<file path="src/rtl/oc8051_cxrom_arb.sv">
// oc8051_cxrom_arb: shares one combinational 32-bit code ROM between the CPU
// instruction-fetch path and the secure-boot (SB) ROM reader.
//
// Handshake: a requester raises req with a stable addr and holds both until
// its ack. ack is a one-cycle pulse and data is valid in that same cycle. A
// grant always completes, even if req drops before ack. Back-to-back requests
// keep req high and present the new addr during the ack (DONE) cycle.
//
// Each access takes three cycles: IDLE (arbitrate), ACCESS (ROM read), and
// DONE (ack). The CPU has priority. A saturating starvation counter forces
// an SB win after STARVE_MAX consecutive CPU grants while SB is waiting.
//
// Optional feature macro: CXROM_ARB_PROT_EN. When it is defined, a CPU read in
// [PROT_LO, PROT_HI] returns zero data with cpu_err and leaves the ROM address
// unchanged.
//
// state_dbg exposes the FSM state: 0 = IDLE, 1 = ACCESS, 2 = DONE.
module oc8051_cxrom_arb #(
    parameter int          STARVE_MAX = 4,
    parameter logic [15:0] PROT_LO    = 16'hF000,
    parameter logic [15:0] PROT_HI    = 16'hFFFF
) (
    input  logic        clk,
    input  logic        rst,
    input  logic        cpu_req,
    input  logic [15:0] cpu_addr,
    output logic        cpu_ack,
    output logic [31:0] cpu_data,
    output logic        cpu_err,
    input  logic        sb_req,
    input  logic [15:0] sb_addr,
    output logic        sb_ack,
    output logic [31:0] sb_data,
    output logic [15:0] rom_addr,
    input  logic [31:0] rom_data,
    output logic [1:0]  state_dbg
);

    typedef enum logic [1:0] {
        IDLE   = 2'd0,
        ACCESS = 2'd1,
        DONE   = 2'd2
    } state_e;

    localparam logic [3:0] STARVE_LIM = 4'(STARVE_MAX);

    state_e      state_q, state_d;
    logic [15:0] addr_q, addr_d;
    logic        own_cpu_q, own_cpu_d;
    logic        own_sb_q, own_sb_d;
    logic        prot_q, prot_d;
    logic [3:0]  starve_q, starve_d;
    logic [31:0] cpu_data_q, cpu_data_d;
    logic [31:0] sb_data_q, sb_data_d;
    logic        sb_wins;
    logic        cpu_prot;

`ifdef CXROM_ARB_PROT_EN
    assign cpu_prot = (cpu_addr >= PROT_LO) && (cpu_addr <= PROT_HI);
    assign cpu_err  = (state_q == DONE) && own_cpu_q && prot_q;
`else
    logic unused_prot_params;
    assign unused_prot_params = ^{PROT_LO, PROT_HI};
    assign cpu_prot = 1'b0;
    assign cpu_err  = 1'b0;
`endif

    // SB takes the grant when the CPU is idle or has starved SB long enough.
    assign sb_wins = sb_req && (!cpu_req || (starve_q == STARVE_LIM));

    // Next-state, grant bookkeeping and ROM data capture.
    always_comb begin
        state_d    = state_q;
        addr_d     = addr_q;
        own_cpu_d  = own_cpu_q;
        own_sb_d   = own_sb_q;
        prot_d     = prot_q;
        starve_d   = starve_q;
        cpu_data_d = cpu_data_q;
        sb_data_d  = sb_data_q;
        case (state_q)
            IDLE: begin
                if (!sb_req) begin
                    starve_d = 4'd0;
                end
                if (cpu_req || sb_req) begin
                    state_d = ACCESS;
                    if (sb_wins) begin
                        addr_d    = sb_addr;
                        own_sb_d  = 1'b1;
                        own_cpu_d = 1'b0;
                        prot_d    = 1'b0;
                        starve_d  = 4'd0;
                    end else begin
                        own_cpu_d = 1'b1;
                        own_sb_d  = 1'b0;
                        prot_d    = cpu_prot;
                        // A protected read never drives its address to the ROM.
                        if (!cpu_prot) begin
                            addr_d = cpu_addr;
                        end
                        if (sb_req && (starve_q != STARVE_LIM)) begin
                            starve_d = starve_q + 4'd1;
                        end
                    end
                end
            end
            ACCESS: begin
                state_d = DONE;
                if (own_cpu_q) begin
                    cpu_data_d = prot_q ? 32'h0 : rom_data;
                end
                if (own_sb_q) begin
                    sb_data_d = rom_data;
                end
            end
            DONE: begin
                state_d = IDLE;
            end
            default: begin
                state_d = IDLE;
            end
        endcase
    end

    // State registers with synchronous active-low reset.
    always_ff @(posedge clk) begin
        if (!rst) begin
            state_q    <= IDLE;
            addr_q     <= 16'h0;
            own_cpu_q  <= 1'b0;
            own_sb_q   <= 1'b0;
            prot_q     <= 1'b0;
            starve_q   <= 4'd0;
            cpu_data_q <= 32'h0;
            sb_data_q  <= 32'h0;
        end else begin
            state_q    <= state_d;
            addr_q     <= addr_d;
            own_cpu_q  <= own_cpu_d;
            own_sb_q   <= own_sb_d;
            prot_q     <= prot_d;
            starve_q   <= starve_d;
            cpu_data_q <= cpu_data_d;
            sb_data_q  <= sb_data_d;
        end
    end

    assign rom_addr  = addr_q;
    assign cpu_data  = cpu_data_q;
    assign sb_data   = sb_data_q;
    assign cpu_ack   = (state_q == DONE) && own_cpu_q;
    assign sb_ack    = (state_q == DONE) && own_sb_q;
    assign state_dbg = state_q;

endmodule

</file>
<file path="config.mk">
export PLATFORM = sky130hd
export DESIGN_NAME = oc8051_cxrom_arb
export DESIGN_NICKNAME = d
export VERILOG_FILES = /design/src/rtl/oc8051_cxrom_arb.sv
export SDC_FILE = /design/constraint.sdc
export NUM_CORES = 1
export LEC_CHECK = 0
export CORE_UTILIZATION = 43
export CTS_BUF_LIST = sky130_fd_sc_hd__clkbuf_4
export DETAILED_ROUTE_END_ITERATION = 12
export PLACE_DENSITY_LB_ADDON = 0.08
export SYNTH_ARGS = -nofsm -noshare
export SYNTH_HDL_FRONTEND = slang
export SYNTH_SLANG_ARGS = --single-unit
</file>
<file path="constraint.sdc">
create_clock -name clk -period 1.9 [get_ports clk]
set_input_delay 0.475 -clock clk [delete_from_list [all_inputs] [get_ports clk]]
set_output_delay 0.475 -clock clk [all_outputs]
set_load 0.01 [all_outputs]
</file>
Word-level counts from Yosys, hierarchy flattened
Index checks and enable logic that the tools add are counted.
{ "classes": {"n_addsub": 1, "eq_ne": 5, "muxes": 9, "reduce_logical": 11} }
{ "ops": {"columns": ["operator", "count"], "rows": [
  ["$mux W16", 1],
  ["$mux W4", 4],
  ["$reduce_and A2 Y1", 3],
  ["$add A4 B1 Y4 const B", 1],
  ["$eq A4 B3 Y1 const B", 1],
  ["$logic_and A1 B1 Y1", 4],
  ["$ne A4 B3 Y1 const B", 1],
  ["$pmux W2 S2", 1],
  ["$eq A2 B1 Y1 const B", 1],
  ["$eq A2 B2 Y1 const B", 1],
  ["$logic_not A2 Y1", 1],
  ["$logic_or A1 B1 Y1", 2],
  ["$mux W1", 2],
  ["$mux W2", 1],
  ["$ne A2 B2 Y1 const B", 1],
  ["$logic_not A1 Y1", 1]
]} }
{ "totals": {"ff_bits": 88, "input_bits": 68, "out_inout_bits": 85, "word_cells": 33} }

Depth between registers and ports, before layout
Gate-level depths: netlist of run 1.
{ "depth": {"depth_word": 5, "mapped_depth": 7} }

Worst setup path after synthesis of run 1
Ideal clock, no wire load.
{ "synth_path": {"path_type": "reg-to-reg", "startpoint": "register starve_q[0]", "endpoint": "register addr_q[5] (netlist: rom_addr[5])", "arrival_time_ns": 1.385, "t_required_ns": 1.778, "slack_ns": 0.393, "stages_incl_launch_ff": 8, "synth_period_minus_slack_ns": 1.507, "cell_sequence": "dfxtp_1 > inv_1 > ha_1 > nand4b_1 > and4_1 > buf_2 > buf_6 > a221o_1"} }
{ "synth_between": {"elab_chain_cells": 4} }
{ "synth_lines": {"columns": ["element", "line_no", "rtl"], "rows": [
  ["start, declared", "52", "logic [3:0] starve_q, starve_d;"],
  ["start signal, assigned", "143", "starve_q <= starve_d;"],
  ["$eq A4 B3 Y1", "69", "assign sb_wins = sb_req && (!cpu_req || (starve_q == STARVE_LIM));"],
  ["$logic_or A1 B1 Y1", "69", null],
  ["$logic_and A1 B1 Y1", "69", null],
  ["$mux W16", "88", "if (sb_wins) begin"],
  ["end signal, assigned", "139", "addr_q <= addr_d;"],
  ["end, declared", "48", "logic [15:0] addr_q, addr_d;"]
]} }
No other way between the ends.
A chain may end at the register's enable or synchronous reset.

Final worst setup path of run 1
{ "layout_path": {"startpoint": "register state_q[0] (netlist: state_dbg[0])", "endpoint": "output state_dbg[0]"} }
{ "layout_rtl": {"columns": ["element", "line_no", "rtl"], "rows": [
  ["start, declared", "47", "state_e state_q, state_d;"],
  ["start signal, assigned", "138", "state_q <= state_d;"],
  ["end, declared", "36", "output logic [1:0] state_dbg"]
]} }
No word-level cell between the ends.

==> results.md, run 1 <==
- Largest net degree at the start of global routing: 71
- Sequential fraction of the synthesis area: 51.3%
- RePlAce Congestion: 0.736
- Initial Util: ~44%
- Vias per cell: 5.12
- Setup total negative slack: 0 ns
- Fmax: 542 MHz
- CORE AREA: 0.00773 mm^2
- Cts bufs inserted: 9
- CP max-delay cell: clkdlybuf4s50_1
- Vias in the first global route: between 3000 and 4000
- Layout area overhead: 50.3%
- Clock slew at the register clock pins of the worst setup and hold paths: 0.12 ns
- Max clock buf depth: 2
- CTS tree: built
- Most frequent cells in the layout: clkdlybuf4s50_1 (149), nand2_1 (144), dfxtp_1 (86)
- Power Density: 668 mW/mm^2
- Final Cycle Share: 97.1%
- Setup crit end kind: primary output
- Leak pwr: 0.00178 uW
- Hold Crit Class: reg -> reg
- DR vias: 3372
- Worst path max stage delay: 0.57 ns
- Ratio of cells with drive above 1 in the final layout: 8.09%
- Outcome: complete, no violations
- GRT Resource Usage Total: 22.5%
- Die H: 91.3 um
- Avg Cell Area, Syn: 8.43 um^2
- Initial antenna violation count: 0
- Post-route insts no fill: about 660
- Die ar.: 0.00834 mm^2
- Async SR Flop Fraction: 0%
- Final hold slack: between 0.4 and 0.5 ns
- DRT Pass-1 Iters: 4
- Root buffer cell: clkbuf_4
- #FFs+latches synth: just under 90
- DRC: 0
- Max IR drop VDD: 353 uV
- Synthesized net count: 477
- Depth of the CTS H-tree: 3
- Top_reg_cell synth: dfxtp_1
- Overall power: approximately 3400 uW
- Number of library cell types mapped by synthesis: 32
- Critical path type: reg -> out
- Ant. Diodes: 0
- I/O Pins: approximately 150
- Worst Tran Pin Value: 0.609 ns
- Antenna-violating nets left: 0
- Leading area contributor after synthesis: dfxtp_1
- Yosys warnings: 0
- Type of origin of the critical path: flip-flop
- Critical Path RT: 1.42 ns
- Synth area leaders: dfxtp_1 (51%), nand2_1 (16%), a21oi_1 (9.9%)
- Avg WL per Cell: approximately 14 um
- DRT Wirelength: 9300 um
- PortBufs: about 150
- Min Tclk post-route: 1.85 ns
- Filler cell count: 650
- Commonest non-fill, non-tap cell in the layout: clkdlybuf4s50_1
- Synth Cell Area: 0.00343 mm^2
- Slew margin rel.: between 50% and 60%
- Post-Syn Instances: 407
- CP Max Fanout: 6
- DP Cell Count: 642
- Final instance area: 0.00516 mm^2
- Number of synthesized flops with an enable pin: 0
- Max_cap viols: 0
- Max Clock Skew: just over 0.02 ns
- CTS hold repair buffers: 0
- Worst-path cell chain: clkdlybuf4s50_1
- RSZ-0062 raised after global routing: no
- R2R Setup Slk: 0.19 ns
- First DRT Iteration DRCs: about 110
- Die width: 91.3 um
- Setup violators final: 0
- Area fraction of the dominant cell type after synthesis: 51.3%
- Nets: 621
- Slew Viols, Final: 0
- DP HPWL: 6470 um
- Cell area after placement: ~0.005 mm^2
- Largest delay share family, worst path: buffers and inverters
- CP Buf/Inv Count: 1
- Final Hold Fails: 0
- First-pass GRT wire length: 15100 um
- Cell Rows: 32
- Worst skew pair latency: 0.42 ns
- Clock sinks: 88
- Grt ovf: 0
- WP data arrival: 1.37 ns
[registers in the layout, indices dropped and copies added (netlist names)]
signal	flops
rom_addr	16
state_dbg	2
sb_data	32
own_sb_q	1
starve_q	4
own_cpu_q	1
cpu_data	32
[per-stage QoR]
stage	util [%]	worst slack, ns
final	66.7	0.0544
after CTS	66.7	0.0290
after global placement	65.2	-0.0707
after global routing	66.7	0.00584
after detailed placement	65.2	-0.134
after floorplan	-	0.393
[final timing paths]
path | from | to | cells past startpoint
max | state_dbg[0]$_SDFFE_PN0P_ | state_dbg[0] | 1
min | sb_data[19]$_SDFFE_PN0P_ | sb_data[19]$_SDFFE_PN0P_ | 2
max reg2reg | starve_q[0]$_SDFFE_PN0P_ | rom_addr[13]$_SDFFE_PN0P_ | 5
min reg2reg | sb_data[19]$_SDFFE_PN0P_ | sb_data[19]$_SDFFE_PN0P_ | 2
[where the power goes]
group / internal (uW) / switching, uW / leakage (uW)
logic: 322 / 243 / 0.00101
clock network: 286 / 636 / 0.0000567
registers: 1920 / 42.8 / 0.000715
[per-layer routing]
| metal | global-route usage (%) | part of all wire [%] | vias up |
|---|---|---|---|
| met5 | 0 | 0 | - |
| met4 | 8.73 | 1.6 | 0 |
| met3 | 3.60 | 4.5 | 16 |
| met2 | 40.5 | 50 | 102 |
| met1 | 26.6 | 44 | 1575 |
| li1 | - | - | 1679 |
[synthesized netlist by cell type (all sizes together) (3+ instances only)]
cell / n
and3b: 4
nand3b: 4
nand4b: 3
a221o: 16
nand2: 144
inv: 3
a211oi: 16
o21ai: 4
nand4: 3
buf: 24
a21oi: 68
nor2: 3
dfxtp: 88
clkbuf: 12
[area by class of cell]
cell class                      count  area, um^2  share of cell area, %
Sequential cell                    88        1760                   34.2
Timing Repair Buffer              169        1670                   32.4
Clock buffer                       10        75.1                   1.46
Inverter                            3        11.3                  0.218
Clock inverter                      6        43.8                  0.849
Tap cell                          102         128                   2.48
Multi-Input combinational cell    280        1470                   28.4
[cells by family after synthesis]
group                      count (synthesis)  share of synthesized area (%)
DFF                                       88                           51.3
and+or+nand+nor                          168                           21.0
adders and majority gates                  2                          0.729
other                                      1                          0.109
AOI/OAI and AO/OA                        109                           20.9
buffers and inverters                     39                           5.94
[worst min-delay path, delay by kind of cell, from the launching register on]
family	cells	cell delay [ns]
AOI/OAI and AO/OA	1	0.05
DFF	1	0.33
and+or+nand+nor	1	0.05
[repair_timing]
item | 4_1_cts | 5_1_grt
gates resized for setup | 4 | 0
endpoints found under the setup margin | 3 | 0
buffers inserted | 0 | 0
Note: power is estimated with default switching activity, not from simulation.
==> run 2, diff against run 1 <==
- ABC_AREA: not set -> 1
- CORE_UTILIZATION: 43 -> 44
- GPL_TIMING_DRIVEN: not set -> 0
- HOLD_SLACK_MARGIN: not set -> 0.08
==> results.md, run 2 <==
- Outcome: complete, no violations (unchanged)
- Max_cap viols: 0 (unchanged)
- CP Buf/Inv Count: 1 (unchanged)
- PortBufs: 150 (was 151)
- Largest delay share family, worst path: buffers and inverters (unchanged)
- Cell Rows: 32 (unchanged)
- Final instance area: 0.00536 mm^2 (was 0.00516 mm^2)
- RSZ-0062 raised after global routing: no (unchanged)
- Largest net degree at the start of global routing: 15 (was 71)
- Crit path depth: 1 (unchanged)
- Leak pwr: 0.00210 uW (was 0.00178 uW)
- Async SR Flop Fraction: 0% (unchanged)
- Cell area after placement: 0.00517 mm^2 (was 0.00504 mm^2)
- Number of synthesized flops with an enable pin: 0 (unchanged)
- Antenna-violating nets left: 0 (unchanged)
- WP data arrival: 1.39 ns (was 1.37 ns)
- Ratio of cells with drive above 1 in the final layout: 6.06% (was 8.09%)
- DRT Pass-1 Iters: 4 (unchanged)
- Max Clock Skew: 0.0164 ns (was 0.0205 ns)
- DRC: 0 (unchanged)
- Clock sinks: 88 (unchanged)
- Final Hold Fails: 0 (unchanged)
- DRT Wirelength: 9380 um (was 9300 um)
- Root buffer cell: clkbuf_4 (unchanged)
- R2R Setup Slk: 0.27 ns (was 0.19 ns)
- Leading area contributor after synthesis: dfxtp_1 (unchanged)
- R2r endpoint: rom_addr[13]$_SDFFE_PN0P_ (unchanged)
- Vias per cell: 4.83 (was 5.12)
- Postcts setup bufs: 0 (unchanged)
- Die H: 91.7 um (was 91.3 um)
- Initial Util: 45.6% (was 44.4%)
- GRT Resource Usage Total: 22.4% (was 22.5%)
- Adder-Cell Fraction of Synth Area: 0.706% (was 0.729%)
- Vias in the first global route: 3313 (was 3244)
- Area fraction of the dominant cell type after synthesis: 49.7% (was 51.3%)
- Layout area overhead: 51.2% (was 50.3%)
- DP HPWL: 6940 um (was 6470 um)
- Final Cycle Share: 97.9% (was 97.1%)
- Switching Power: 1010 uW (was 922 uW)
- Critical Path RT: 1.42 ns (about the same)
- Clock slew at the register clock pins of the worst setup and hold paths: 0.14 ns (was 0.12 ns)
- Slew Viols, Final: 0 (unchanged)
- CP Max Fanout: 5 (was 6)
- First-pass GRT wire length: 15100 um (about the same)
- Most frequent cells in the layout: clkdlybuf4s50_1 (147), inv_1 (88), dfxtp_1 (86) (was clkdlybuf4s50_1 (149), nand2_1 (144), dfxtp_1 (86))
- Grt ovf: 0 (unchanged)
- Internal power: 2980 uW (was 2520 uW)
- Synth Cell Area: 0.00354 mm^2 (was 0.00343 mm^2)
- Number of library cell types mapped by synthesis: 26 (was 32)
- Net Sw Frac: 25.3% (was 26.7%)
- Main combinational cell family by area after synthesis: compound AO/OA/AOI/OAI gates (was simple AND/OR/NAND/NOR gates)
- CP max-delay cell: clkdlybuf4s50_1 (unchanged)
- Reg-to-reg startpoint: starve_q[0]$_SDFFE_PN0P_ (unchanged)
- Clock group share of total power: 32.0% (was 26.8%)
- Yosys warnings: 0 (unchanged)
- Top_reg_cell synth: dfxtp_1 (unchanged)
- XOR/XNOR Fraction of Synth Area: 0% (unchanged)
- Worst-path cell chain: clkdlybuf4s50_1 (unchanged)
- #FFs+latches synth: 88 (unchanged)
- Post-Syn Instances: 462 (was 407)
- Fmax: 538 MHz (was 542 MHz)
- Setup total negative slack: 0 ns (unchanged)
- Synthesized net count: 532 (was 477)
- Commonest non-fill, non-tap cell in the layout: clkdlybuf4s50_1 (unchanged)
- Hold Crit Class: reg -> reg (unchanged)
- Setup violators final: 0 (unchanged)
- Synth top cells by count: dfxtp_1 (88), inv_1 (88), a21oi_1 (67), o21ai_0 (66), nand2_1 (43) (was nand2_1 (144), dfxtp_1 (88), a21oi_1 (68), buf_2 (19), a221o_1 (16))
- Critical path type: reg -> out (unchanged)
- Setup ws final: 0.0399 ns (was 0.0544 ns)
- Sequential fraction of the synthesis area: 49.7% (was 51.3%)
- Crit path capture: state_dbg[0] (unchanged)
- Setup crit end kind: primary output (unchanged)
- Area of the multi-input gates: 0.00129 mm^2 (was 0.00147 mm^2)
- RePlAce Congestion: 0.822 (was 0.736)
- Cts bufs inserted: 9 (unchanged)
- Overall power: 3980 uW (was 3450 uW)
- Flop pwr share: 50.0% (was 56.8%)
- I/O Pins: 153 (unchanged)
- Simple-Gate Fraction of Synth Area: 16.6% (was 21.0%)
- Avg WL per Cell: 12.9 um (was 14.1 um)
- Depth of the CTS H-tree: 3 (unchanged)
- Multiplexer share of the synthesized area: 0% (unchanged)
- Ant. Diodes: 0 (unchanged)
- Pre-CTS setup slack: -0.135 ns (was -0.134 ns)
- Worst skew pair latency: 0.43 ns (was 0.42 ns)
- First DRT Iteration DRCs: 100 (was 112)
- Filler cell count: 657 (was 650)
- Synth area leaders: dfxtp_1 (50%), a21oi_1 (9.5%), inv_1 (9.3%) (was dfxtp_1 (51%), nand2_1 (16%), a21oi_1 (9.9%))
- Nets: 693 (was 621)
- Initial antenna violation count: 0 (unchanged)
- Die ar.: 0.00841 mm^2 (was 0.00834 mm^2)
- Avg Cell Area, Syn: 7.67 um^2 (was 8.43 um^2)
- Max IR drop VDD: 461 uV (was 353 uV)
- CORE AREA: 0.00777 mm^2 (was 0.00773 mm^2)
- Sequential cell area: 0.00177 mm^2 (was 0.00176 mm^2)
- Combinational fraction of design power: 18.0% (was 16.4%)
- Max clock buf depth: 2 (unchanged)
- DR vias: 3522 (was 3372)
- CTS tree: built (unchanged)
- Synth Area in Compound Gates: 19.0% (was 20.9%)
- Crit path from: state_dbg[0]$_SDFFE_PN0P_ (unchanged)
- Type of origin of the critical path: flip-flop (unchanged)
- Worst path max stage delay: 0.56 ns (was 0.57 ns)
- Power Density: 744 mW/mm^2 (was 668 mW/mm^2)
- Die width: 91.7 um (was 91.3 um)
- Worst R2R Path Depth: 10 (was 5)
- Min Tclk post-route: 1.86 ns (was 1.85 ns)
==> run 2: worst min-delay path by stage <==
stage | slack, ns | depth (start not counted) | end | startpoint
2_1_floorplan | 0.46 | 2 | own_sb_q$_SDFFE_PN0P_ | own_sb_q$_SDFFE_PN0P_
3_3_place_gp | 0.43 | 2 | sb_data[13]$_SDFFE_PN0P_ | sb_data[13]$_SDFFE_PN0P_
3_5_place_dp | 0.44 | 2 | cpu_data[27]$_SDFFE_PN0P_ | cpu_data[27]$_SDFFE_PN0P_
4_1_cts | 0.46 | 2 | cpu_data[23]$_SDFFE_PN0P_ | cpu_data[23]$_SDFFE_PN0P_
5_1_grt | 0.46 | 3 | cpu_data[27]$_SDFFE_PN0P_ | rst
6_report | 0.45 | 2 | cpu_data[27]$_SDFFE_PN0P_ | cpu_data[27]$_SDFFE_PN0P_
==> run 2: final cells by class <==
class / count / area share [%]
Multi-Input combinational cell: 254 / 24.1
Timing Repair Buffer: 150 / 28.0
Inverter: 90 / 6.36
Sequential cell: 88 / 33.0
Clock buffer: 9 / 1.26
Clock inverter: 6 / 2.03
Tap cell: 102 / 2.38
Buffer: 30 / 2.78
==> run 2: metrics by stage <==
stage,util (%),instances,hold slack [ns]
floorplan,-,462,0.460
global placement,66.6,714,0.431
detailed placement,66.6,714,0.435
CTS,68.9,729,0.455
global route,68.9,729,0.465
finish,68.9,729,0.453
==> run 2: timing repair <==
action,CTS,global route
setup endpoints to repair,4,1
gates resized for setup,5,2
hold buffers,0,0
==> run 2: cell families after synthesis <==
| kind of cell | Yosys count |
|---|---|
| AO/OA/AOI/OAI | 134 |
| buffers and inverters | 120 |
| AND/OR/NAND/NOR | 117 |
| adder cells (fa/ha/maj) | 2 |
| flip-flops | 88 |
| other | 1 |
==> run 2: power groups by stage <==
| stage | logic [uW] | clock network (uW) | registers [uW] |
|---|---|---|---|
| final | 715 | 1270 | 1990 |
| after global routing | 783 | 1380 | 2010 |
| after CTS | 719 | 1300 | 1990 |
| after floorplan | 285 | 0 | 2070 |
| after global placement | 709 | 0 | 2030 |
| after detailed placement | 716 | 0 | 2030 |
==> run 2: layer usage <==
metal  share of wire, %  vias to the layer above  track usage [%]
li1                   -                     1815                -
met1                 45                     1584             28.5
met2                 45                      112             36.0
met4                1.4                        0             8.20
met3                8.5                       11             6.55
met5                  0                        -                0
==> run 3, diff against run 2 <==
- CORE_UTILIZATION: 44 -> 45
- SETUP_SLACK_MARGIN: not set -> 0.2
- clock period: 1.9 -> 2.4 ns (I/O delays scaled with it)
==> results.md, run 3 (synthesized netlist as in run 2, its figures left out) <==
- Root buffer cell: clkbuf_4 (unchanged)
- R2R Setup Slk: 0.81 ns (was 0.27 ns)
- First-pass GRT wire length: 15100 um (about the same)
- Final Cycle Share: 84.7%
- R2r endpoint: rom_addr[9]$_SDFFE_PN0P_ (was rom_addr[13]$_SDFFE_PN0P_)
- Filler cell count: 644 (was 657)
- Cell Rows: 31 (was 32)
- Grt ovf: 0 (unchanged)
- Die width: 90.7 um (was 91.7 um)
- Layout area overhead: 51.3% (was 51.2%)
- Worst R2R Path Depth: 10 (unchanged)
- Crit path depth: 1 (unchanged)
- Type of origin of the critical path: flip-flop (unchanged)
- Depth of the CTS H-tree: 3 (unchanged)
- Crit path capture: state_dbg[0] (unchanged)
- Reg-to-reg startpoint: starve_q[0]$_SDFFE_PN0P_ (unchanged)
- Initial antenna violation count: 0 (unchanged)
- Worst skew pair latency: 0.43 ns (about the same)
- DR vias: 3592 (was 3522)
- CORE AREA: 0.00745 mm^2 (was 0.00777 mm^2)
- Max Clock Skew: 0.0142 ns (was 0.0164 ns)
- Power Density: 600 mW/mm^2 (was 744 mW/mm^2)
- CP max-delay cell: clkdlybuf4s50_1 (unchanged)
- First DRT Iteration DRCs: 92 (was 100)
- Ant. Diodes: 0 (unchanged)
- Clock slew at the register clock pins of the worst setup and hold paths: 0.14 ns (about the same)
- Metal-1 WL: 4220 um (was 4200 um)
- DRT Wirelength: 9470 um (was 9380 um)
- DR top layer: met4 (unchanged)
- Cts bufs inserted: 9 (unchanged)
- Postcts setup bufs: 0 (unchanged)
- Antenna-violating nets left: 0 (unchanged)
- Sequential cell area: 0.00176 mm^2 (was 0.00177 mm^2)
- Vias per cell: 4.94 (was 4.83)
- WP data arrival: 1.43 ns (was 1.39 ns)
- PortBufs: 150 (unchanged)
- Worst path max stage delay: 0.58 ns (was 0.56 ns)
- Max IR drop VDD: 421 uV (was 461 uV)
- Leak pwr: 0.00208 uW (was 0.00210 uW)
- Fmax: 492 MHz
- Avg WL per Cell: 13.0 um (was 12.9 um)
- Slew Viols, Final: 0 (unchanged)
- Largest delay share family, worst path: buffers and inverters (unchanged)
- Outcome: complete, no violations (unchanged)
- Vias in the first global route: 3263 (was 3313)
- Max_cap viols: 0 (unchanged)
- CTS tree: built (unchanged)
- Worst-path cell chain: clkdlybuf4s50_1 (unchanged)
- Final Hold Fails: 0 (unchanged)
- Overall power: 3210 uW (was 3980 uW)
- Critical Path RT: 1.80 ns (was 1.42 ns)
- Nets: 693 (unchanged)
- DR WL met2: 4460 um (was 4250 um)
- Largest net degree at the start of global routing: 16 (was 15)
- RePlAce Congestion: 0.808 (was 0.822)
- RSZ-0062 raised after global routing: no (unchanged)
- Hold Crit Class: reg -> reg (unchanged)
- I/O Pins: 153 (unchanged)
- CP Max Fanout: 5 (unchanged)
- Most frequent cells in the layout: clkdlybuf4s50_1 (148), inv_1 (88), dfxtp_1 (86) (was clkdlybuf4s50_1 (147), inv_1 (88), dfxtp_1 (86))
- DP HPWL: 6990 um (was 6940 um)
- Setup violators final: 0 (unchanged)
- Commonest non-fill, non-tap cell in the layout: clkdlybuf4s50_1 (unchanged)
- Max clock buf depth: 2 (unchanged)
- CTS hold repair buffers: 0 (unchanged)
- GRT Resource Usage Total: 22.9% (was 22.4%)
- Clock sinks: 88 (unchanged)
- CP Buf/Inv Count: 1 (unchanged)
- Setup crit end kind: primary output (unchanged)
- Setup ws final: 0.367 ns (was 0.0399 ns)
- Die H: 90.7 um (was 91.7 um)
- Die ar.: 0.00823 mm^2 (was 0.00841 mm^2)
- Min Tclk post-route: a little over 2 ns
- DRC: 0 (unchanged)
- Initial Util: 47.6% (was 45.6%)
- Ratio of cells with drive above 1 in the final layout: 6.21% (was 6.06%)
- DR WL met3: 648 um (was 793 um)
- DP Cell Count: 711 (was 714)
- Pre-CTS setup slack: 0.217 ns (was -0.135 ns)
- Setup total negative slack: 0 ns (unchanged)
- Post-route insts no fill: 727 (was 729)
- Area of the multi-input gates: 0.00129 mm^2 (unchanged)
- Crit path from: state_dbg[0]$_SDFFE_PN0P_ (unchanged)
- DRT Pass-1 Iters: 4 (unchanged)
- Critical path type: reg -> out (unchanged)
run 3: layout make-up:
cell class                 count  share of cell area (%)
sequential                    88                    32.9
tap                           99                    2.31
clock buffer                  10                    1.40
multi-input combinational    254                    24.1
clock inverter                 6                    2.15
timing repair buffer         150                    28.0
inverter                      90                    6.35
buffer                        30                    2.78
run 3: power by group:
group | internal (uW) | switching, uW
Combinational | 302 | 267
Clock | 547 | 520
Sequential | 1530 | 43.0
Total | 2380 | 830
run 3: how the worst min path moves through the flow:
stage,start,end,slack (ns),depth (start not counted)
after floorplan,own_sb_q$_SDFFE_PN0P_,own_sb_q$_SDFFE_PN0P_,0.46,2
after global placement,cpu_data[31]$_SDFFE_PN0P_,cpu_data[31]$_SDFFE_PN0P_,0.43,2
after detailed placement,cpu_data[11]$_SDFFE_PN0P_,cpu_data[11]$_SDFFE_PN0P_,0.44,2
after CTS,cpu_data[11]$_SDFFE_PN0P_,cpu_data[11]$_SDFFE_PN0P_,0.46,2
after global routing,sb_data[13]$_SDFFE_PN0P_,sb_data[13]$_SDFFE_PN0P_,0.47,2
final,sb_data[19]$_SDFFE_PN0P_,sb_data[19]$_SDFFE_PN0P_,0.45,2
run 3: layer usage:
| layer | GRT usage (%) | vias up |
|---|---|---|
| met5 | 0 | - |
| met4 | 8.47 | 0 |
| met3 | 5.05 | 11 |
| met2 | 37.3 | 106 |
| met1 | 29.4 | 1653 |
| li1 | - | 1822 |
run 3: timing repair:
| action | CTS | global route |
|---|---|---|
| endpoints found under the hold margin | 0 | 0 |
| gates resized for setup | 4 | 0 |
| setup endpoints to repair | 2 | 0 |
run 3: worst min-delay path, stage by stage (launching register included):
cell,delay (ns)
dfxtp_1,0.33
inv_1,0.05
a21oi_1,0.05
run 3: metrics by stage:
step,cell area (um^2),hold slack [ns],util (%)
6_report,5360,0.454,71.9
5_1_grt,5360,0.472,71.9
4_1_cts,5360,0.456,71.9
3_5_place_dp,5170,0.436,69.4
3_3_place_gp,5170,0.431,69.4
2_1_floorplan,3540,0.460,-
